**config.mk**
```make
export PLATFORM = sky130hd
export DESIGN_NAME = vga_fb_reader_flat
export DESIGN_NICKNAME = d
export VERILOG_FILES = /design/src/rtl/vga_fb_reader_if.sv /design/src/rtl/vga_fb_reader.sv /design/src/flat_wrapper.sv
export SDC_FILE = /design/constraint.sdc
export NUM_CORES = 1
export LEC_CHECK = 0
export ABC_AREA = 1
export CORE_AREA = 2 2 85 87
export CTS_BUF_LIST = sky130_fd_sc_hd__clkbuf_4
export CTS_CLUSTER_DIAMETER = 60
export DETAILED_ROUTE_END_ITERATION = 6
export DIE_AREA = 0 0 87 89
export PLACE_DENSITY = 0.84
export SKIP_CTS_REPAIR_TIMING = 1
export SLEW_MARGIN = 20
export SYNTH_ARGS = -nofsm -noshare
export SYNTH_HDL_FRONTEND = slang
export SYNTH_SLANG_ARGS = --single-unit
```
**constraint.sdc**
```tcl
create_clock -name clock -period 2 [get_ports clock]
set_input_delay 0.6 -clock clock [delete_from_list [all_inputs] [get_ports clock]]
set_output_delay 0.6 -clock clock [all_outputs]
set_load 0.02 [all_outputs]
```
**src/rtl/vga_fb_reader_if.sv**
```systemverilog
// Framebuffer-read and VGA output bundle for vga_fb_reader.
// The reader drives the address and video outputs; memory returns fb_rdata one clock after fb_raddr.
interface vga_fb_reader_if;
  logic [18:0] fb_raddr;
  logic [7:0]  fb_rdata;
  logic [7:0]  vga_pixel;
  logic        vga_hsync;
  logic        vga_vsync;
  logic        vga_blank_n;
  logic        frame_start;

  modport master (
    output fb_raddr,
    input  fb_rdata,
    output vga_pixel,
    output vga_hsync,
    output vga_vsync,
    output vga_blank_n,
    output frame_start
  );

  modport slave (
    input  fb_raddr,
    output fb_rdata,
    input  vga_pixel,
    input  vga_hsync,
    input  vga_vsync,
    input  vga_blank_n,
    input  frame_start
  );
endinterface

```
**src/rtl/vga_fb_reader.sv**
```systemverilog
// VGA scan-out from an 8-bit framebuffer with a 1-clock read latency; outputs lag the counters by 3 clocks.
// Optional feature: define VGA_BORDER_EN to paint the outermost visible ring with BORDER_COLOR.
module vga_fb_reader #(
  parameter int         H_ACTIVE     = 640,
  parameter int         V_ACTIVE     = 480,
  parameter logic [7:0] BORDER_COLOR = 8'hFF
) (
  input  logic             clock,
  input  logic             reset,
  input  logic             enable,
  vga_fb_reader_if.master  bus
);

  localparam int H_FP    = 16;
  localparam int H_SYNC  = 96;
  localparam int H_BP    = 48;
  localparam int V_FP    = 10;
  localparam int V_SYNC  = 2;
  localparam int V_BP    = 33;
  localparam int H_TOTAL = H_ACTIVE + H_FP + H_SYNC + H_BP;
  localparam int V_TOTAL = V_ACTIVE + V_FP + V_SYNC + V_BP;
  localparam int HW      = $clog2(H_TOTAL);
  localparam int VW      = $clog2(V_TOTAL);

  localparam logic [HW-1:0] H_MAX   = HW'(H_TOTAL - 1);
  localparam logic [HW-1:0] H_VIS   = HW'(H_ACTIVE);
  localparam logic [HW-1:0] HS_BEG  = HW'(H_ACTIVE + H_FP);
  localparam logic [HW-1:0] HS_END  = HW'(H_ACTIVE + H_FP + H_SYNC);
  localparam logic [VW-1:0] V_MAX   = VW'(V_TOTAL - 1);
  localparam logic [VW-1:0] V_VIS   = VW'(V_ACTIVE);
  localparam logic [VW-1:0] VS_BEG  = VW'(V_ACTIVE + V_FP);
  localparam logic [VW-1:0] VS_END  = VW'(V_ACTIVE + V_FP + V_SYNC);
  localparam logic [18:0]   A_LAST  = 19'(H_ACTIVE * V_ACTIVE - 1);

  typedef enum logic [1:0] {
    IDLE,
    RUN,
    DRAIN
  } state_t;

  state_t          state;
  logic [HW-1:0]   h;
  logic [VW-1:0]   v;
  logic [18:0]     addr_cnt;

  // Stage 1 lines up with fb_raddr, stage 2 with fb_rdata.
  logic            vis1, hs1, vs1, fs1;
  logic            vis2, hs2, vs2, fs2;

  logic            active;
  logic            at_end;
  logic            visible;
  logic            hs_on;
  logic            vs_on;

  assign active  = (state != IDLE);
  assign at_end  = (h == H_MAX) && (v == V_MAX);
  assign visible = active && (h < H_VIS) && (v < V_VIS);
  assign hs_on   = active && (h >= HS_BEG) && (h < HS_END);
  assign vs_on   = active && (v >= VS_BEG) && (v < VS_END);

`ifdef VGA_BORDER_EN
  logic            edge1, edge2;
`else
  // Border colour has no consumer in this build.
  logic            unused_border;
  assign unused_border = ^BORDER_COLOR;
`endif

  // NOTE: every register here, FSM included, lives in this one clocked block and uses
  // non-blocking assignments, so each right-hand side reads the pre-edge value of the state.
  always_ff @(posedge clock) begin
    if (reset) begin
      state           <= IDLE;
      h               <= '0;
      v               <= '0;
      addr_cnt        <= '0;
      bus.fb_raddr    <= '0;
      vis1            <= 1'b0;
      hs1             <= 1'b1;
      vs1             <= 1'b1;
      fs1             <= 1'b0;
      vis2            <= 1'b0;
      hs2             <= 1'b1;
      vs2             <= 1'b1;
      fs2             <= 1'b0;
`ifdef VGA_BORDER_EN
      edge1           <= 1'b0;
      edge2           <= 1'b0;
`endif
      bus.vga_pixel   <= '0;
      bus.vga_hsync   <= 1'b1;
      bus.vga_vsync   <= 1'b1;
      bus.vga_blank_n <= 1'b0;
      bus.frame_start <= 1'b0;
    end else begin
      // A frame, once started, always runs to its last count; enable only matters at frame boundaries.
      unique case (state)
        IDLE:    if (enable) state <= RUN;
        RUN:     if (at_end) state <= enable ? RUN : IDLE;
                 else if (!enable) state <= DRAIN;
        DRAIN:   if (at_end) state <= enable ? RUN : IDLE;
        default: state <= IDLE;
      endcase

      if (!active || at_end) begin
        h <= '0;
        v <= '0;
      end else if (h == H_MAX) begin
        h <= '0;
        v <= v + 1'b1;
      end else begin
        h <= h + 1'b1;
      end

      // Linear address tracks the raster; it wraps on the last visible pixel so it never overshoots.
      if (!active) begin
        addr_cnt     <= '0;
        bus.fb_raddr <= '0;
      end else if (visible) begin
        bus.fb_raddr <= addr_cnt;
        addr_cnt     <= (addr_cnt == A_LAST) ? '0 : addr_cnt + 19'd1;
      end else if (at_end) begin
        addr_cnt     <= '0;
        bus.fb_raddr <= '0;
      end

      vis1 <= visible;
      hs1  <= !hs_on;
      vs1  <= !vs_on;
      fs1  <= active && (h == '0) && (v == '0);
      vis2 <= vis1;
      hs2  <= hs1;
      vs2  <= vs1;
      fs2  <= fs1;

      bus.vga_hsync   <= hs2;
      bus.vga_vsync   <= vs2;
      bus.vga_blank_n <= vis2;
      bus.frame_start <= fs2;
`ifdef VGA_BORDER_EN
      edge1 <= (h == '0) || (h == H_VIS - 1'b1) || (v == '0) || (v == V_VIS - 1'b1);
      edge2 <= edge1;
      if (!vis2)      bus.vga_pixel <= '0;
      else if (edge2) bus.vga_pixel <= BORDER_COLOR;
      else            bus.vga_pixel <= bus.fb_rdata;
`else
      bus.vga_pixel <= vis2 ? bus.fb_rdata : '0;
`endif
    end
  end

endmodule
```
**src/flat_wrapper.sv**
```systemverilog
// flat-port wrapper written by rule: the top's interface ports become plain ports
module vga_fb_reader_flat 
#(
  parameter int         H_ACTIVE     = 640,
  parameter int         V_ACTIVE     = 480,
  parameter logic [7:0] BORDER_COLOR = 8'hFF
)
  (clock, reset, enable, bus_fb_raddr, bus_fb_rdata, bus_vga_pixel, bus_vga_hsync, bus_vga_vsync, bus_vga_blank_n, bus_frame_start);
  vga_fb_reader_if bus_i ();
  input  logic clock;
  input  logic reset;
  input  logic enable;
  output wire logic [$bits(bus_i.fb_raddr)-1:0] bus_fb_raddr;
  input wire logic [$bits(bus_i.fb_rdata)-1:0] bus_fb_rdata;
  output wire logic [$bits(bus_i.vga_pixel)-1:0] bus_vga_pixel;
  output wire logic [$bits(bus_i.vga_hsync)-1:0] bus_vga_hsync;
  output wire logic [$bits(bus_i.vga_vsync)-1:0] bus_vga_vsync;
  output wire logic [$bits(bus_i.vga_blank_n)-1:0] bus_vga_blank_n;
  output wire logic [$bits(bus_i.frame_start)-1:0] bus_frame_start;
  assign bus_fb_raddr = bus_i.fb_raddr;
  assign bus_i.fb_rdata = bus_fb_rdata;
  assign bus_vga_pixel = bus_i.vga_pixel;
  assign bus_vga_hsync = bus_i.vga_hsync;
  assign bus_vga_vsync = bus_i.vga_vsync;
  assign bus_vga_blank_n = bus_i.vga_blank_n;
  assign bus_frame_start = bus_i.frame_start;
  vga_fb_reader #(.H_ACTIVE(H_ACTIVE), .V_ACTIVE(V_ACTIVE), .BORDER_COLOR(BORDER_COLOR)) u_core (.clock(clock), .reset(reset), .enable(enable), .bus(bus_i));
endmodule
```
==> flow_summary.toml, run 1 <==
[status]
outcome = "finished with violations"
failed_checks = "DRC"

[sta]
maxSlewViolCount = 0
postLayoutSetupSlackWorst_ps = 43.4
setup-violations-final = 0
final_critical_delay_including_setup_and_external_delays_ps = 1960
timing_hold_violations_final = 0
worst_slew_pin_slew_ps = 403
rsz0062_at_grt = "no"
maxClockFrequency_mhz = 511
slew-limit-headroom_pct = 73.1
layout_worst_path_cycle_share_pct = 97.8
finalClockSkew_ps = 16.7

[clock_network]
h-tree-depth = 3
clk_pin_slew_worst_paths_ps = 130
cts.root.buffer_cell = "sky130_fd_sc_hd__clkbuf_4"
clkLatencyLatePin_ps = 420
clock_tree_from_tritoncts = "done"
ctsLongestPathBuffers = 2
clock_sinks = 80
cts_inserted_buffers = 9

[logic_synthesis]
cell_area_after_synthesis_um2 = 3620
synth.yosys.seq_area_share_pct = 44.3
number_of_flip_flops_and_latches_in_the_synthesized_netlist = 80
yosys_most_used_dff = "sky130_fd_sc_hd__dfxtp_1"
synthesis.area_per_instance_um2 = 7.54
postSynthNetCount = 496
yosys.area_share.xor_xnor_pct = 4.36
synth.area.mux_share_pct = 0
synth_top_family_by_area = "simple AND/OR/NAND/NOR gates"
netlist-cell-type-count = 34
async_flop_share_pct = 0
syn_inst = 480
synthSimpleGateAreaFrac_pct = 32.2
synth-edff-count = 0
synth_adder_area_share_pct = 1.73
synth_compound_area_share_pct = 8.44
synth-warning-count = 0

[detailed_routing]
postRouteWirelength_mm = 7.30
detailedRoute.firstIterationViolations = 187
wire_per_inst_um = 12.1
drt-pass1-iter-count = 7
viasPerCell = 5.30
detail_route.drc_violations = 2
met2RoutedLength_mm = 3.67
met3WireLength_um = 424
num_vias = 3201
routedLengthMet1_mm = 3.10
drt.antenna.violating_nets = 0
highest-signal-layer = "met4"

[floorplan]
die_height_um = 89
starting_density_pct = 53.8
design.core.area_um2 = 6720
die_width_um = 87
io-pin-count = 42
placementRows = 30
floorplan.die_area_um2 = 7740

[setup_path]
path_delay_family = "buffers and inverters"
critical_path.startpoint_type = "register"
data_arrival_time_of_the_critical_path_ps = 1360
cp_slowest_cell = "sky130_fd_sc_hd__clkdlybuf4s50_1"
setup.worst_path.class = "register to primary output"
crit_required_ps = 1400
cp-end-kind = "primary output"
worstPathCellList = "clkdlybuf4s50_1"
timing.critical_path.fanout_max = 2
slowest_delay_ps = 600
crit_buf_inv = 1

[final_layout]
mostFrequentLayoutCell = "sky130_fd_sc_hd__nand2_1"
post_route_cell_area_um2 = 4230
final_net_count = 535
drive_above_1_share_pct = 8.78
syn2layout_area_growth_pct = 16.8
final_core_utilization_pct = 62.9
insertedDiodeCount = 0
final_cell_mix = "sky130_fd_sc_hd__nand2_1, sky130_fd_sc_hd__dfxtp_1, sky130_fd_sc_hd__nor2_1, sky130_fd_sc_hd__nand3_1, sky130_fd_sc_hd__inv_1"

[grt]
largest_net_degree_at_the_start_of_global_routing = 39
antenna_found_initial = 0
grt_overflow = 0
gr-usage-all-layers_pct = 19.8
grt_pass1_vias = 3014
grt_pass1_wl_mm = 12.4

[placed_design]
place_ws_ps = 62.9
placement.io_buffers = 41
globalplace.congestion = 0.903
placedInstanceArea_um2 = 4060
dp_hpwl_mm = 5.16

[worst_hold_path]
hold_path.class = "register to register"

[power_and_ir_drop]
total_power_per_unit_cell_area_nw_per_um2 = 613
p_total_uw = 2590
leakagePower_uw = 0.00187
vdd_ir_drop_max_v = 0.000325

[flow_run]
maximum_capacitance_violations = 0
-- Yosys cell counts, types with 6 or more instances --
library cell / instances / share of area [%]
sky130_fd_sc_hd__a21oi_1: 47 / 6.5
sky130_fd_sc_hd__buf_2: 10 / 1.4
sky130_fd_sc_hd__dfxtp_1: 80 / 44
sky130_fd_sc_hd__inv_1: 51 / 5.3
sky130_fd_sc_hd__nand2_1: 91 / 9.4
sky130_fd_sc_hd__nand3_1: 54 / 7.5
sky130_fd_sc_hd__nand4_1: 11 / 1.9
sky130_fd_sc_hd__nor2_1: 54 / 5.6
sky130_fd_sc_hd__nor2_2: 6 / 1.0
sky130_fd_sc_hd__nor3_1: 7 / 0.97
sky130_fd_sc_hd__xnor2_1: 8 / 1.9
sky130_fd_sc_hd__xor2_1: 10 / 2.4
-- power breakdown --
part | internal, uW | switching, uW
logic | 57.8 | 112
registers | 1610 | 6.92
clock network | 253 | 555
total | 1920 | 674
-- sequential cells by signal, indices dropped and copies added (netlist names) --
| register | flops |
|---|---|
| u_core.addr_cnt | 19 |
| u_core.hs2 | 1 |
| u_core.fs2 | 1 |
| u_core.h | 10 |
| u_core.bus.frame_start | 1 |
| u_core.v | 10 |
| u_core.fs1 | 1 |
| u_core.bus.vga_pixel | 8 |
| u_core.state | 2 |
| u_core.vis1 | 1 |
| u_core.bus.vga_hsync | 1 |
| u_core.bus.vga_vsync | 1 |
| u_core.vs1 | 1 |
| u_core.vis2 | 1 |
| u_core.vs2 | 1 |
| u_core.bus.fb_raddr | 19 |
| u_core.hs1 | 1 |
| u_core.bus.vga_blank_n | 1 |
-- path summary, 6_finish.rpt --
| kind | startpoint | depth (start not counted) | to | slack [ps] |
|---|---|---|---|---|
| max reg2reg | u_core.h[0] | 8 | u_core.addr_cnt[16] | 250 |
| max | u_core.bus.fb_raddr[8] | 1 | bus_fb_raddr[8] | 40 |
| min reg2reg | u_core.fs2 | 2 | u_core.bus.frame_start | 410 |
| min | u_core.fs2 | 2 | u_core.bus.frame_start | 410 |
-- cell type report --
cell class | count | area, um^2
multi-input cells | 327 | 1690
inverters | 55 | 206
fillers | 566 | 2490
clock buffers | 9 | 67.6
repair buffers | 46 | 513
flip-flops and latches | 80 | 1600
well taps | 80 | 100
clock inverters | 7 | 46.3
-- per-layer routing --
| metal | GRT usage [%] | vias to the layer above |
|---|---|---|
| met5 | 0 | - |
| met4 | 6.53 | 0 |
| met3 | 4.52 | 8 |
| met2 | 37.4 | 90 |
| met1 | 21.9 | 1477 |
| li1 | - | 1626 |
-- per-stage QoR --
stage          setup TNS, ps  hold slack, ps  instances
2_1_floorplan              0             388        480
3_3_place_gp               0             394        588
3_5_place_dp               0             395        588
4_1_cts                -94.2             411        604
5_1_grt                    0             424        604
6_report                   0             407        604
-- cells by family (layout without fill, tap and decap cells) --
| kind of cell | count (synthesis) | in the layout |
|---|---|---|
| AO/OA/AOI/OAI | 58 | 58 |
| XOR/XNOR | 18 | 18 |
| adder cells (fa/ha/maj) | 5 | 5 |
| buffers and inverters | 73 | 117 |
| flip-flops | 80 | 80 |
| AND/OR/NAND/NOR | 246 | 246 |
(Power assumes the default switching activity.)
==> inputs of run 2 (changes only) <==
--- a/config.mk
+++ b/config.mk
@@ -6,12 +6,12 @@
 export NUM_CORES = 1
 export LEC_CHECK = 0
 export ABC_AREA = 1
-export CORE_AREA = 2 2 85 87
+export CORE_AREA = 2 2 99 101
 export CTS_BUF_LIST = sky130_fd_sc_hd__clkbuf_4
 export CTS_CLUSTER_DIAMETER = 60
 export DETAILED_ROUTE_END_ITERATION = 6
-export DIE_AREA = 0 0 87 89
-export PLACE_DENSITY = 0.84
+export DIE_AREA = 0 0 101 103
+export PLACE_DENSITY = 0.67
 export SKIP_CTS_REPAIR_TIMING = 1
 export SLEW_MARGIN = 20
 export SYNTH_ARGS = -nofsm -noshare
==> flow_summary.toml, run 2 (synthesized netlist as in run 1, its figures left out) <==
[status]
outcome = "finished, final reports clean"

[power_and_ir_drop]
vdd_ir_drop_max_v = 0.000258
total_power_per_unit_cell_area_nw_per_um2 = 599
internal_power_uw = 1910
seq_power_share_pct = 62.7
p_total_uw = 2570
p_sw_share_pct = 25.9
leakagePower_uw = 0.00203
power.net_switching_uw = 667
clockPowerShare_pct = 30.7
pwr-share-comb_pct = 6.6

[sta]
setup-violations-final = 0
maxClockFrequency_mhz = 574
tns_ps = 0
timing_hold_violations_final = 0
rsz0062_at_grt = "no"
layout_worst_path_cycle_share_pct = 87.2
maxSlewViolCount = 0
final_critical_delay_including_setup_and_external_delays_ps = 1740
slew-limit-headroom_pct = 71.2
finalClockSkew_ps = 14.3
worst_slew_pin_slew_ps = 429
postLayoutSetupSlackWorst_ps = 257

[floorplan]
design.core.area_um2 = 9460
starting_density_pct = 38.2
io-pin-count = 42
floorplan.die_area_um2 = 10400
die_height_um = 103
die_width_um = 101
placementRows = 36

[detailed_routing]
viasPerCell = 4.92
num_vias = 3143
drt.antenna.violating_nets = 0
wire_per_inst_um = 11.8
postRouteWirelength_mm = 7.54
drt-pass1-iter-count = 4
detail_route.drc_violations = 0
detailedRoute.firstIterationViolations = 104

[placed_design]
place_ws_ps = 79.6
number_of_instances_in_the_placed_design = 623
globalplace.congestion = 0.883
placement.io_buffers = 41
dp_hpwl_mm = 5.25

[setup_path]
timing.critical_path.fanout_max = 38
setup.worst_path.class = "register to register"
cp_slowest_cell = "sky130_fd_sc_hd__dfxtp_1"
reg2reg_slack_ps = 260
reg2regPathDepth = 8
cp-end-kind = "register"
critical_path.startpoint_type = "register"
rr_startpoint = "u_core.h[0]"
crit_path_start = "u_core.h[0]"
data_arrival_time_of_the_critical_path_ps = 2110
critPathCapture = "u_core.addr_cnt[7]"
worstPathCellList = "ha_1 -> nand3_2 -> nor2_2 -> and2_1 -> nand2_2 -> buf_4 -> nand3_1 -> a21oi_1"
rr_endpoint = "u_core.addr_cnt[7]"
crit_required_ps = 2370
slowest_delay_ps = 360

[grt]
largest_net_degree_at_the_start_of_global_routing = 39
grt_pass1_wl_mm = 12.8
antenna_found_initial = 0
grt_pass1_vias = 3020
gr-usage-all-layers_pct = 15.5
grt_overflow = 0

[final_layout]
final_net_count = 536
drive_above_1_share_pct = 8.57
syn2layout_area_growth_pct = 18.7
stdcell_count = 639
reg_top3 = "u_core.addr_cnt x19, u_core.bus.fb_raddr x19"
insertedDiodeCount = 0
final_core_utilization_pct = 45.4
final_cell_mix = "sky130_fd_sc_hd__nand2_1, sky130_fd_sc_hd__dfxtp_1, sky130_fd_sc_hd__nor2_1, sky130_fd_sc_hd__nand3_1, sky130_fd_sc_hd__inv_1"
mostFrequentLayoutCell = "sky130_fd_sc_hd__nand2_1"

[flow_run]
maximum_capacitance_violations = 0

[clock_network]
cts_inserted_buffers = 9
clk_pin_slew_worst_paths_ps = 120
ctsLongestPathBuffers = 2
cts.root.buffer_cell = "sky130_fd_sc_hd__clkbuf_4"
h-tree-depth = 3
clock_tree_from_tritoncts = "done"
clkLatencyLatePin_ps = 430
clock_sinks = 80

[worst_hold_path]
hold_path.class = "register to register"
worst_hold_path.num_cells = 2
==> run 2: layout make-up <==
type	count	area, um^2
Clock buffer	9	67.6
Sequential cell	80	1600
Timing Repair Buffer	47	546
Inverter	55	206
Multi-Input combinational cell	327	1690
Tap cell	114	143
Fill cell	959	5160
Clock inverter	7	38.8
==> run 2: metal layers <==
metal / up-vias / track usage, % / routed length (um)
li1: 1625 / - / -
met1: 1455 / 17.1 / 3340
met2: 56 / 27.9 / 3750
met3: 7 / 4.34 / 366
met4: 0 / 6.86 / 75
met5: - / 0 / 0
==> run 2: per-stage QoR <==
step | hold slack, ps | instance area (um^2)
2_1_floorplan | 388 | 3620
3_3_place_gp | 393 | 4110
3_5_place_dp | 394 | 4110
4_1_cts | 421 | 4220
5_1_grt | 440 | 4290
6_report | 420 | 4290
==> run 2: worst max-delay path, delay by kind of cell (launching register included) <==
family                   cells  cell delay [ps]
AND/OR/NAND/NOR              5              540
flip-flops                   1              360
buffers and inverters        1              360
adder cells (fa/ha/maj)      1              230
AO/OA/AOI/OAI                1              180
==> run 2: worst min path at each step <==
| stage | from | to | slack, ps |
|---|---|---|---|
| global placement | u_core.vs2 | u_core.bus.vga_vsync | 390 |
| detailed placement | u_core.vis1 | u_core.vis2 | 390 |
| finish | u_core.vis1 | u_core.vis2 | 420 |
| floorplan | u_core.fs2 | u_core.bus.frame_start | 390 |
| CTS | u_core.vis1 | u_core.vis2 | 420 |
| global route | u_core.fs2 | u_core.bus.frame_start | 440 |
==> run 2: power groups by stage <==
stage | Sequential [uW] | Clock, uW | Combinational, uW
floorplan | 1650 | 0 | 119
global placement | 1650 | 0 | 174
detailed placement | 1650 | 0 | 172
CTS | 1620 | 827 | 173
global route | 1620 | 897 | 188
finish | 1610 | 790 | 170
==> inputs of run 3 (changes only) <==
--- a/config.mk
+++ b/config.mk
@@ -6,12 +6,12 @@
 export NUM_CORES = 1
 export LEC_CHECK = 0
 export ABC_AREA = 1
-export CORE_AREA = 2 2 99 101
+export CORE_AREA = 2 2 124 126
 export CTS_BUF_LIST = sky130_fd_sc_hd__clkbuf_4
 export CTS_CLUSTER_DIAMETER = 60
 export DETAILED_ROUTE_END_ITERATION = 6
-export DIE_AREA = 0 0 101 103
-export PLACE_DENSITY = 0.67
+export DIE_AREA = 0 0 126 128
+export PLACE_DENSITY = 0.49
 export SKIP_CTS_REPAIR_TIMING = 1
 export SLEW_MARGIN = 20
 export SYNTH_ARGS = -nofsm -noshare
==> flow_summary.toml, run 3 (synthesized netlist as in run 1, its figures left out) <==
[clock_network]
ctsLongestPathBuffers = 2
clock_sinks = 80
clk_pin_slew_worst_paths_ps = 130
clkLatencyLatePin_ps = 430
cts.root.buffer_cell = "sky130_fd_sc_hd__clkbuf_4"
cts_inserted_buffers = 9
clock_tree_from_tritoncts = "done"
h-tree-depth = 3

[floorplan]
design.core.area_um2 = 14900
starting_density_pct = 24.3
die_height_um = 128
floorplan.die_area_um2 = 16100
placementRows = 45
die_width_um = 126
io-pin-count = 42

[sta]
timing_hold_violations_final = 0
worst_slew_pin_slew_ps = 403
maxSlewViolCount = 0
maxClockFrequency_mhz = 570
rsz0062_at_grt = "no"
slew-limit-headroom_pct = 72.9
setup-violations-final = 0
layout_worst_path_cycle_share_pct = 87.8
final_critical_delay_including_setup_and_external_delays_ps = 1760
finalClockSkew_ps = 15.2

[setup_path]
rr_startpoint = "u_core.h[0]"
crit_required_ps = 2370
cp_slowest_cell = "sky130_fd_sc_hd__buf_4"
crit_path_start = "u_core.h[0]"
data_arrival_time_of_the_critical_path_ps = 2120
slowest_delay_ps = 360
worstPathCellList = "ha_1 -> nand3_2 -> nor2_2 -> and2_1 -> nand2_2 -> buf_4 -> nand3_1 -> a21oi_1"
setup.worst_path.class = "register to register"
timing.critical_path.fanout_max = 38
cp-end-kind = "register"
critical_path.startpoint_type = "register"

[flow_run]
maximum_capacitance_violations = 0

[power_and_ir_drop]
leakagePower_uw = 0.00206
p_total_uw = 2750
vdd_ir_drop_max_v = 0.000332
total_power_per_unit_cell_area_nw_per_um2 = 620

[placed_design]
number_of_instances_in_the_placed_design = 699
dp_hpwl_mm = 5.57
placement.io_buffers = 41
globalplace.congestion = 0.827

[grt]
antenna_found_initial = 1
largest_net_degree_at_the_start_of_global_routing = 39
grt_pass1_vias = 2970
grt_pass1_wl_mm = 13.5
gr-usage-all-layers_pct = 10.0
grt_overflow = 0

[final_layout]
mostFrequentLayoutCell = "sky130_fd_sc_hd__nand2_1"
stdcell_count = 716
syn2layout_area_growth_pct = 22.6
final_cell_mix = "sky130_fd_sc_hd__nand2_1, sky130_fd_sc_hd__dfxtp_1, sky130_fd_sc_hd__nor2_1, sky130_fd_sc_hd__nand3_1, sky130_fd_sc_hd__inv_1"
drive_above_1_share_pct = 9.30
final_net_count = 538
reg_top3 = "u_core.addr_cnt x19, u_core.bus.fb_raddr x19"

[worst_hold_path]
hold_path.class = "register to register"
min-delay-start = "u_core.vis1"

[detailed_routing]
wire_per_inst_um = 11.1
detailedRoute.firstIterationViolations = 222
drt.antenna.violating_nets = 0
num_vias = 3124
viasPerCell = 4.36
drt-pass1-iter-count = 5
detail_route.drc_violations = 0
postRouteWirelength_mm = 7.94

[status]
outcome = "finished, final reports clean"
[run 3: routing by layer]
metal / vias up / part of all wire (%) / GRT usage [%]
met5: - / 0 / 0
li1: 1632 / - / -
met3: 11 / 3.1 / 1.84
met4: 0 / 1.3 / 4.07
met1: 1431 / 47 / 11.9
met2: 50 / 49 / 17.8
[run 3: through the flow]
stage | util (%) | setup TNS (ps) | hold slack (ps) | setup slack [ps] | cell area, um^2
finish | 29.8 | 0 | 418 | 244 | 4440
floorplan | - | 0 | 388 | 457 | 3620
global route | 29.8 | 0 | 428 | 76.0 | 4440
global placement | 28.4 | 0 | 392 | 105 | 4220
CTS | 29.3 | -382 | 419 | -48.3 | 4360
detailed placement | 28.4 | 0 | 396 | 78.6 | 4220
[run 3: power breakdown]
part | internal (uW) | switching [uW] | leakage, uW
Clock | 381 | 577 | 0.0000680
Combinational | 62.9 | 117 | 0.00135
Sequential | 1610 | 6.11 | 0.000646
Total | 2050 | 700 | 0.00206
[run 3: area by class of cell]
type                    instances  area, um^2
repair buffers                 49         561
inverters                      55         206
clock inverters                 7        70.1
flip-flops and latches         80        1600
clock buffers                   9        67.6
diodes                          1        2.50
multi-input cells             327        1690
fillers                      1619       10400
well taps                     188         235
[run 3: path summary, 6_finish.rpt]
path / end / slack (ps) / cells past startpoint
max: u_core.addr_cnt[3] / 240 / 8
min: u_core.vis2 / 420 / 2
max reg2reg: u_core.addr_cnt[3] / 240 / 8
min reg2reg: u_core.vis2 / 420 / 2
[run 3: worst max-delay path, delay by kind of cell, from the launching register on]
| kind | cells | cell delay (ps) |
|---|---|---|
| compound gates | 1 | 150 |
| simple gates | 5 | 560 |
| fa+ha+maj | 1 | 240 |
| buf+inv | 1 | 360 |
| flops | 1 | 350 |
